### config.mk
export PLATFORM = sky130hd
export DESIGN_NAME = avalon_sdram_arbiter
export DESIGN_NICKNAME = d
export VERILOG_FILES = /design/src/rtl/avalon_sdram_arbiter.sv
export SDC_FILE = /design/constraint.sdc
export NUM_CORES = 1
export LEC_CHECK = 0
export BUFFER_PORTS_ARGS = -buffer_cell sky130_fd_sc_hd__buf_2
export CAP_MARGIN = 20
export CELL_PAD_IN_SITES_DETAIL_PLACEMENT = 1
export CELL_PAD_IN_SITES_GLOBAL_PLACEMENT = 1
export CORE_ASPECT_RATIO = 0.5
export CORE_MARGIN = 2
export CORE_UTILIZATION = 24
export CTS_BUF_LIST = sky130_fd_sc_hd__clkbuf_8
export DETAILED_ROUTE_END_ITERATION = 10
export PLACE_DENSITY_LB_ADDON = 0.1
export REMOVE_ABC_BUFFERS = 1
export SYNTH_ARGS = -nofsm -noshare
export SYNTH_HDL_FRONTEND = slang
export SYNTH_SLANG_ARGS = --single-unit
### constraint.sdc
create_clock -name clk -period 3.05 [get_ports clk]
set_clock_uncertainty 0.15 [all_clocks]
set_input_delay 0.1525 -clock clk [delete_from_list [all_inputs] [get_ports clk]]
set_output_delay 0.1525 -clock clk [all_outputs]
set_load 0.02 [all_outputs]
### src/rtl/avalon_sdram_arbiter.sv
// Two-port round-robin Avalon-MM arbiter in front of the SDRAM controller.
// A tag FIFO records the owner of each accepted read so returning data is routed to that port.
module avalon_sdram_arbiter #(
  parameter int unsigned AW              = 24,
  parameter int unsigned DW              = 16,
  parameter int unsigned BYTE            = 2,
  parameter int unsigned MAX_OUTSTANDING = 8
) (
  input  logic            clk,
  input  logic            reset,

  input  logic            s0_read,
  input  logic            s0_write,
  input  logic [AW-1:0]   s0_address,
  input  logic [DW-1:0]   s0_writedata,
  input  logic [BYTE-1:0] s0_byteenable,
  output logic            s0_waitrequest,
  output logic [DW-1:0]   s0_readdata,
  output logic            s0_readdatavalid,

  input  logic            s1_read,
  input  logic            s1_write,
  input  logic [AW-1:0]   s1_address,
  input  logic [DW-1:0]   s1_writedata,
  input  logic [BYTE-1:0] s1_byteenable,
  output logic            s1_waitrequest,
  output logic [DW-1:0]   s1_readdata,
  output logic            s1_readdatavalid,

  output logic            m_read,
  output logic            m_write,
  output logic [AW-1:0]   m_address,
  output logic [DW-1:0]   m_writedata,
  output logic [BYTE-1:0] m_byteenable,
  input  logic            m_waitrequest,
  input  logic [DW-1:0]   m_readdata,
  input  logic            m_readdatavalid,

  output logic            stray_rdv
);

  localparam int unsigned PW = $clog2(MAX_OUTSTANDING);
  localparam int unsigned CW = PW + 1;
  localparam logic [CW-1:0] FULL_CNT = CW'(MAX_OUTSTANDING);

  logic                       last_grant;
  logic                       gnt_valid;
  logic                       gnt_id;
  logic                       elig0;
  logic                       elig1;
  logic                       fifo_full;
  logic                       fifo_empty;
  logic                       accept;
  logic                       push;
  logic                       pop;
  logic                       head_id;
  logic [MAX_OUTSTANDING-1:0] tag_mem;
  logic [PW-1:0]              wr_ptr;
  logic [PW-1:0]              rd_ptr;
  logic [CW-1:0]              count;

  // Full is judged on the registered count only; a same-cycle pop never unblocks a read.
  assign fifo_full  = (count == FULL_CNT);
  assign fifo_empty = (count == '0);
  assign elig0      = s0_write | (s0_read & ~fifo_full);
  assign elig1      = s1_write | (s1_read & ~fifo_full);

  always_comb begin
    gnt_valid = elig0 | elig1;
    gnt_id    = 1'b0;
    if (elig0 & elig1) begin
      gnt_id = ~last_grant;
    end else if (elig1) begin
      gnt_id = 1'b1;
    end
  end

  // A write on the same port as a read takes precedence; the read is dropped.
  always_comb begin
    m_read       = 1'b0;
    m_write      = 1'b0;
    m_address    = '0;
    m_writedata  = '0;
    m_byteenable = '0;
    if (gnt_valid) begin
      if (gnt_id) begin
        m_read       = s1_read & ~s1_write;
        m_write      = s1_write;
        m_address    = s1_address;
        m_writedata  = s1_writedata;
        m_byteenable = s1_byteenable;
      end else begin
        m_read       = s0_read & ~s0_write;
        m_write      = s0_write;
        m_address    = s0_address;
        m_writedata  = s0_writedata;
        m_byteenable = s0_byteenable;
      end
    end
  end

  assign accept = gnt_valid & ~m_waitrequest;
  assign push   = accept & m_read;
  assign pop    = m_readdatavalid & ~fifo_empty;

  assign s0_waitrequest = ~(gnt_valid & ~gnt_id & ~m_waitrequest);
  assign s1_waitrequest = ~(gnt_valid &  gnt_id & ~m_waitrequest);

  assign head_id          = tag_mem[rd_ptr];
  assign s0_readdatavalid = pop & ~head_id;
  assign s1_readdatavalid = pop &  head_id;
  assign s0_readdata      = m_readdata;
  assign s1_readdata      = m_readdata;

  always_ff @(posedge clk) begin
    if (reset) begin
      last_grant <= 1'b1;
      wr_ptr     <= '0;
      rd_ptr     <= '0;
      count      <= '0;
      stray_rdv  <= 1'b0;
    end else begin
      if (accept) begin
        last_grant <= gnt_id;
      end
      if (push) begin
        wr_ptr <= wr_ptr + 1'b1;
      end
      if (pop) begin
        rd_ptr <= rd_ptr + 1'b1;
      end
      case ({push, pop})
        2'b10:   count <= count + 1'b1;
        2'b01:   count <= count - 1'b1;
        default: count <= count;
      endcase
      if (m_readdatavalid & fifo_empty) begin
        stray_rdv <= 1'b1;
      end
    end
  end

  always_ff @(posedge clk) begin
    if (push) begin
      tag_mem[wr_ptr] <= gnt_id;
    end
  end

endmodule

=== Word-level counts from Yosys, hierarchy flattened ===
Cells that the tools add are included.

* Input port bits: 108
* Output and inout bits: 81
* Logic and storage cells: 65
* Flip-flop bits (word level): 20

* Bitwise gates (word level): 28
* Equality and inequality tests: 3
* Reductions and logical operators: 3
* Magnitude comparators: 3
* Add/subtract/negate cells: 4
* Mux-type cells: 18

{| class="wikitable"
|+ Operators with widths
! operator !! count
|-
| $mux 24 || 2
|-
| $mux 16 || 2
|-
| $and 1x1->1 || 15
|-
| $not 1->1 || 10
|-
| $bwmux 8 || 1
|-
| $lt 3x4->1 const B || 2
|-
| $mux 1 || 8
|-
| $pmux 4 s2 || 1
|-
| $add 3x1->3 const B || 2
|-
| $add 4x1->4 const B || 1
|-
| $eq 4x4->1 const B || 1
|-
| $logic_not 4->1 || 1
|-
| $mux 2 || 2
|-
| $sub 4x1->4 const B || 1
|-
| $bmux 1 s3 || 1
|-
| $demux 1 s3 || 1
|-
| $ge 3x1->1 const B || 1
|-
| $or 1x1->1 || 3
|-
| $eq 2x1->1 const B || 1
|-
| $eq 2x2->1 const B || 1
|-
| $reduce_bool 2->1 || 1
|-
| $logic_and 1x1->1 || 1
|}

=== Logic depth before layout (Yosys ltp) ===
* Depth after elaboration: 11
* Gate-level depth with buffers: 11
* Mapped depth without buffers: 10

=== Worst setup path before layout ===
No wires, ideal clock.

* Kind: register -> register
* Start: register count[1]
* End: register count[3]
* Cell stages (with the launch flop): 9
* Path slack: 0.525 ns
* Setup time: 0.121 ns
* Period minus slack after synthesis: 2.525 ns
* Data arrival time: 2.254 ns
* Cell sequence: dfxtp_1 buf_6 nor4b_1 nor2_1 nand2_1 ha_1 or3_1 o32ai_1 mux2_2

* Longest elaborated chain between the ends: 11
* Elaborated cells on any way between the ends: 23
* Those cells by class: 2 x add/sub; 3 x eq/ne; 5 x mux; 11 x bitwise; 2 x reduce/logical

{| class="wikitable"
|+ Ends and longest elaborated chain
! what !! RTL line !! source
|-
| from (decl) || 60 || <nowiki>logic [CW-1:0] count;</nowiki>
|-
| from (signal assigned) || 133 || <nowiki>2'b10: count <= count + 1'b1;</nowiki>
|-
| from (signal assigned) || 134 || <nowiki>2'b01: count <= count - 1'b1;</nowiki>
|-
| from (signal assigned) || 135 || <nowiki>default: count <= count;</nowiki>
|-
| $eq 4x4->1 || 63 || <nowiki>assign fifo_full = (count == FULL_CNT);</nowiki>
|-
| $not 1->1 || 65, 66 ||
|-
| $and 1x1->1, on equally long branches || 66, 65 ||
|-
| $or 1x1->1, on equally long branches || 66, 65 ||
|-
| $mux 1 / $and 1x1->1 (equally long branches) || 73, 71 ||
|-
| $mux 1 || 71 || <nowiki>if (elig0 & elig1) begin</nowiki>
|-
| $mux 1 || 86 || <nowiki>if (gnt_id) begin</nowiki>
|-
| $mux 1 || 85 || <nowiki>if (gnt_valid) begin</nowiki>
|-
| $and 1x1->1 || 103 || <nowiki>assign push = accept & m_read;</nowiki>
|-
| $eq 2x1->1 / $eq 2x2->1 (equally long branches) || 132 || <nowiki>case ({push, pop})</nowiki>
|-
| $pmux 4 s2 / $reduce_bool 2->1 (equally long branches) || - ||
|}

Parallel ways exist; a longest one is shown, timed or not.
A chain may end at the register's enable or synchronous reset.

=== Final worst setup path ===
* Start: register last_grant
* End: register count[2]

* Longest elaborated chain between the ends: 7
* Elaborated cells on any way between the ends: 9
* Those cells by class: 2 x eq/ne; 4 x mux; 2 x bitwise; 1 x reduce/logical

{| class="wikitable"
|+ Ends and longest elaborated chain
! what !! RTL line !! source
|-
| from (decl) || 46 || <nowiki>logic last_grant;</nowiki>
|-
| from (signal assigned) || 124 || <nowiki>last_grant <= gnt_id;</nowiki>
|-
| $not 1->1 (*) || 72 || <nowiki>gnt_id = ~last_grant;</nowiki>
|-
| $mux 1 (*) || 71 ||
|-
| $mux 1 (*) || 86 ||
|-
| $mux 1 (*) || 85 ||
|-
| $and 1x1->1 (*) || 103 ||
|-
| $eq 2x1->1 / $eq 2x2->1 (equally long branches) || 132 ||
|-
| $pmux 4 s2 / $reduce_bool 2->1 (equally long branches) || - ||
|}

Every way passes the cells marked *; elsewhere a longest branch is shown, timed or not.

==> flow_metrics.env <==
export IMPL_met2_wirelength_mm=3.10
export IMPL_rsz0062_at_grt="false"
export IMPL_worst_pin_slew_ns=0.430
export IMPL_drive_above_1_share=0.520
export IMPL_grt_pass1_wl_mm=9.90
export IMPL_die_area_sq_mm=0.00835
export IMPL_placementRows=22
export IMPL_hold_class="input port to register"
export IMPL_gp_congestion=0.746
export IMPL_vias=1901
export IMPL_die_h_um=65.6
export IMPL_ys_ff_latch=20
export IMPL_clockBufferDepth=2
export IMPL_synthesis_area_sq_mm=0.00182
export IMPL_synth_edf_count=8
export IMPL_synth_ff_type="dfxtp_1"
export IMPL_insertion_delay_ns=0.25
export IMPL_r2r_cells=10
export IMPL_status="finished, final reports clean"
export IMPL_setup_viol=0
export IMPL_cp_slowest_stage_delay_ns=0.38
export IMPL_routedWlPerCell_um=17.2
export IMPL_layout_common_cells="buf_2, a22o_1, nor2_1"
export IMPL_drc=0
export IMPL_peakVddDrop_v=0.000224
export IMPL_grt_max_degree=52
export IMPL_final_nets=412
export IMPL_fmax_ghz=0.365
export IMPL_ctsResizeCount=0
export IMPL_critPathSlowestCell="dfxtp_1"
export IMPL_yosys_area_top_type="a22o_1"
export IMPL_clk_pin_slew_worst_paths_ns=0.07
export IMPL_worst_path_buf_inv=0
export IMPL_async_flop_share=0
export IMPL_clock_sinks=20
export IMPL_routed_wl_mm=6.80
export IMPL_crit_family="simple AND/OR/NAND/NOR gates"
export IMPL_yosysWarnings=0
export IMPL_hold_viol_final=0
export IMPL_antenna_found_initial=1
export IMPL_critPathMaxFanout=7
export IMPL_postRouteAntennaNets=0
export IMPL_synth_area_per_cell_sq_um=9.44
export IMPL_setup_tns_ns=0
export IMPL_root_buffer="clkbuf_8"
export IMPL_cts_tree="built"
export IMPL_p_per_area_mw_per_mm2=652
export IMPL_min_path_cells=2
export IMPL_slew_headroom=0.711
export IMPL_io_pins=189
export IMPL_htree_levels=1
export IMPL_finalCriticalPeriod_ns=2.74
export IMPL_core_sq_mm=0.00735
export IMPL_cp_num_cells=10
export IMPL_synth_cells=193
export IMPL_grt_pass1_vias=1965
export IMPL_synthToLayoutAreaGrowth_pct=32.3
export IMPL_hpwlAfterDp_mm=5.59
export IMPL_met1Wirelength_mm=2.61
export IMPL_finalPower_mw=1.57
export IMPL_drtIter0Drc=37
export IMPL_io_buffer_count=140
export IMPL_synth_top_cells_by_area="a22o_1, buf_4, dfxtp_1"
export IMPL_drv_cap=0
export IMPL_ys_seq_area_frac=0.264
export IMPL_yosysUniqueCellTypes=40
export IMPL_die_w_um=127
export IMPL_crit_required_ns=3.09
export IMPL_critPathArrivalTime_ns=2.78
export IMPL_vias_per_cell=4.80
export IMPL_drt_first_pass_iters=4
export IMPL_endpoint_kind="register"
export IMPL_synth_top_cell_area_share=0.202
export IMPL_fillers=893
export IMPL_cellLeakagePower_nw=1.23
export IMPL_met3_length_mm=1.01
export IMPL_layout_worst_path_cycle_share=0.897
export IMPL_grt_total_usage=0.152
export IMPL_cp_start_kind="register"
export IMPL_critPathKind="register to register"
export IMPL_highest_layer="met5"
export IMPL_slew_violations=0
export IMPL_path_cells="and3b_1 > a311o_1 > nand2_1 > ha_1 > xor2_1 > ha_1 > a21oi_1 > xor2_1 > or3_1 > a21oi_1"
export IMPL_start_util=0.248
export IMPL_final_common_cell="buf_2"
export IMPL_grt_overflow_total=0
export IMPL_numCtsBuffers=3
metrics by stage:
| stage | cell area [sq um] | worst slack [ns] | cells | utilization | hold slack (ns) |
|---|---|---|---|---|---|
| final | 2410 | 0.313 | 396 | 0.328 | 0.0856 |
| after detailed placement | 2320 | 0.303 | 389 | 0.316 | 0.155 |
| after CTS | 2410 | 0.296 | 394 | 0.327 | 0.0835 |
| after global placement | 2320 | 0.383 | 389 | 0.316 | 0.155 |
| after global routing | 2410 | 0.0880 | 394 | 0.327 | 0.0996 |
| after floorplan | 1470 | 0.446 | 150 | - | 0.0716 |
synth_stat cells, types with 2 or more instances:
cell / number
a21oi_1: 8
a22o_1: 42
buf_4: 33
buf_6: 9
dfxtp_1: 12
edfxtp_1: 8
ha_1: 5
inv_1: 3
mux2_2: 3
mux2i_1: 2
mux4_2: 2
nand2_1: 6
nand2b_1: 5
nand3_1: 2
nor2_1: 14
nor2b_1: 6
nor3_1: 4
nor4_1: 2
o21ai_0: 2
or3_1: 2
xor2_1: 4
state kept, by name, summed over array words and instances, names as in the netlist:
name	count
rd_ptr	3
last_grant	1
wr_ptr	3
tag_mem	8
count	4
stray_rdv	1
timing repair:
| item | 4_1_cts | 5_1_grt |
|---|---|---|
| hold endpoints to repair | 1 | 0 |
| buffers inserted | 0 | 0 |
| hold buffers | 1 | 0 |
metal layers:
layer	vias up	track usage
li1	910	-
met1	880	0.157
met4	4	0.0288
met5	-	0.0392
met3	8	0.117
met2	99	0.247
cells by family after synthesis:
group,after synthesis,share of synthesized area
compound gates,63,0.286
xor+xnor,5,0.0240
fa+ha+maj,5,0.0343
buf+inv,46,0.200
flops,20,0.264
mux,7,0.0543
simple gates,47,0.138
cell type report:
cell class | instances | area, sq um | share of cell area
Timing Repair Buffer | 144 | 746 | 0.309
Multi-Input combinational cell | 127 | 977 | 0.405
Tap cell | 96 | 120 | 0.0498
Inverter | 3 | 11.3 | 0.00467
Clock buffer | 3 | 41.3 | 0.0171
Clock inverter | 1 | 30.0 | 0.0125
Sequential cell | 20 | 480 | 0.199
Antenna cell | 2 | 5.00 | 0.00208
path summary, 6_finish.rpt:
check / startpoint / end / slack [ns]
min reg2reg: stray_rdv / stray_rdv / 0.33
max: last_grant / count[2] / 0.31
min: m_waitrequest / last_grant / 0.09
max reg2reg: last_grant / count[2] / 0.31
where the power goes:
group	leakage [nW]	switching, mW	internal, mW	total, mW
clock	0.0357	0.0879	0.175	0.263
combinational	1.02	0.524	0.394	0.918
sequential	0.171	0.0641	0.326	0.390
Note: power is estimated with default switching activity, not from simulation.
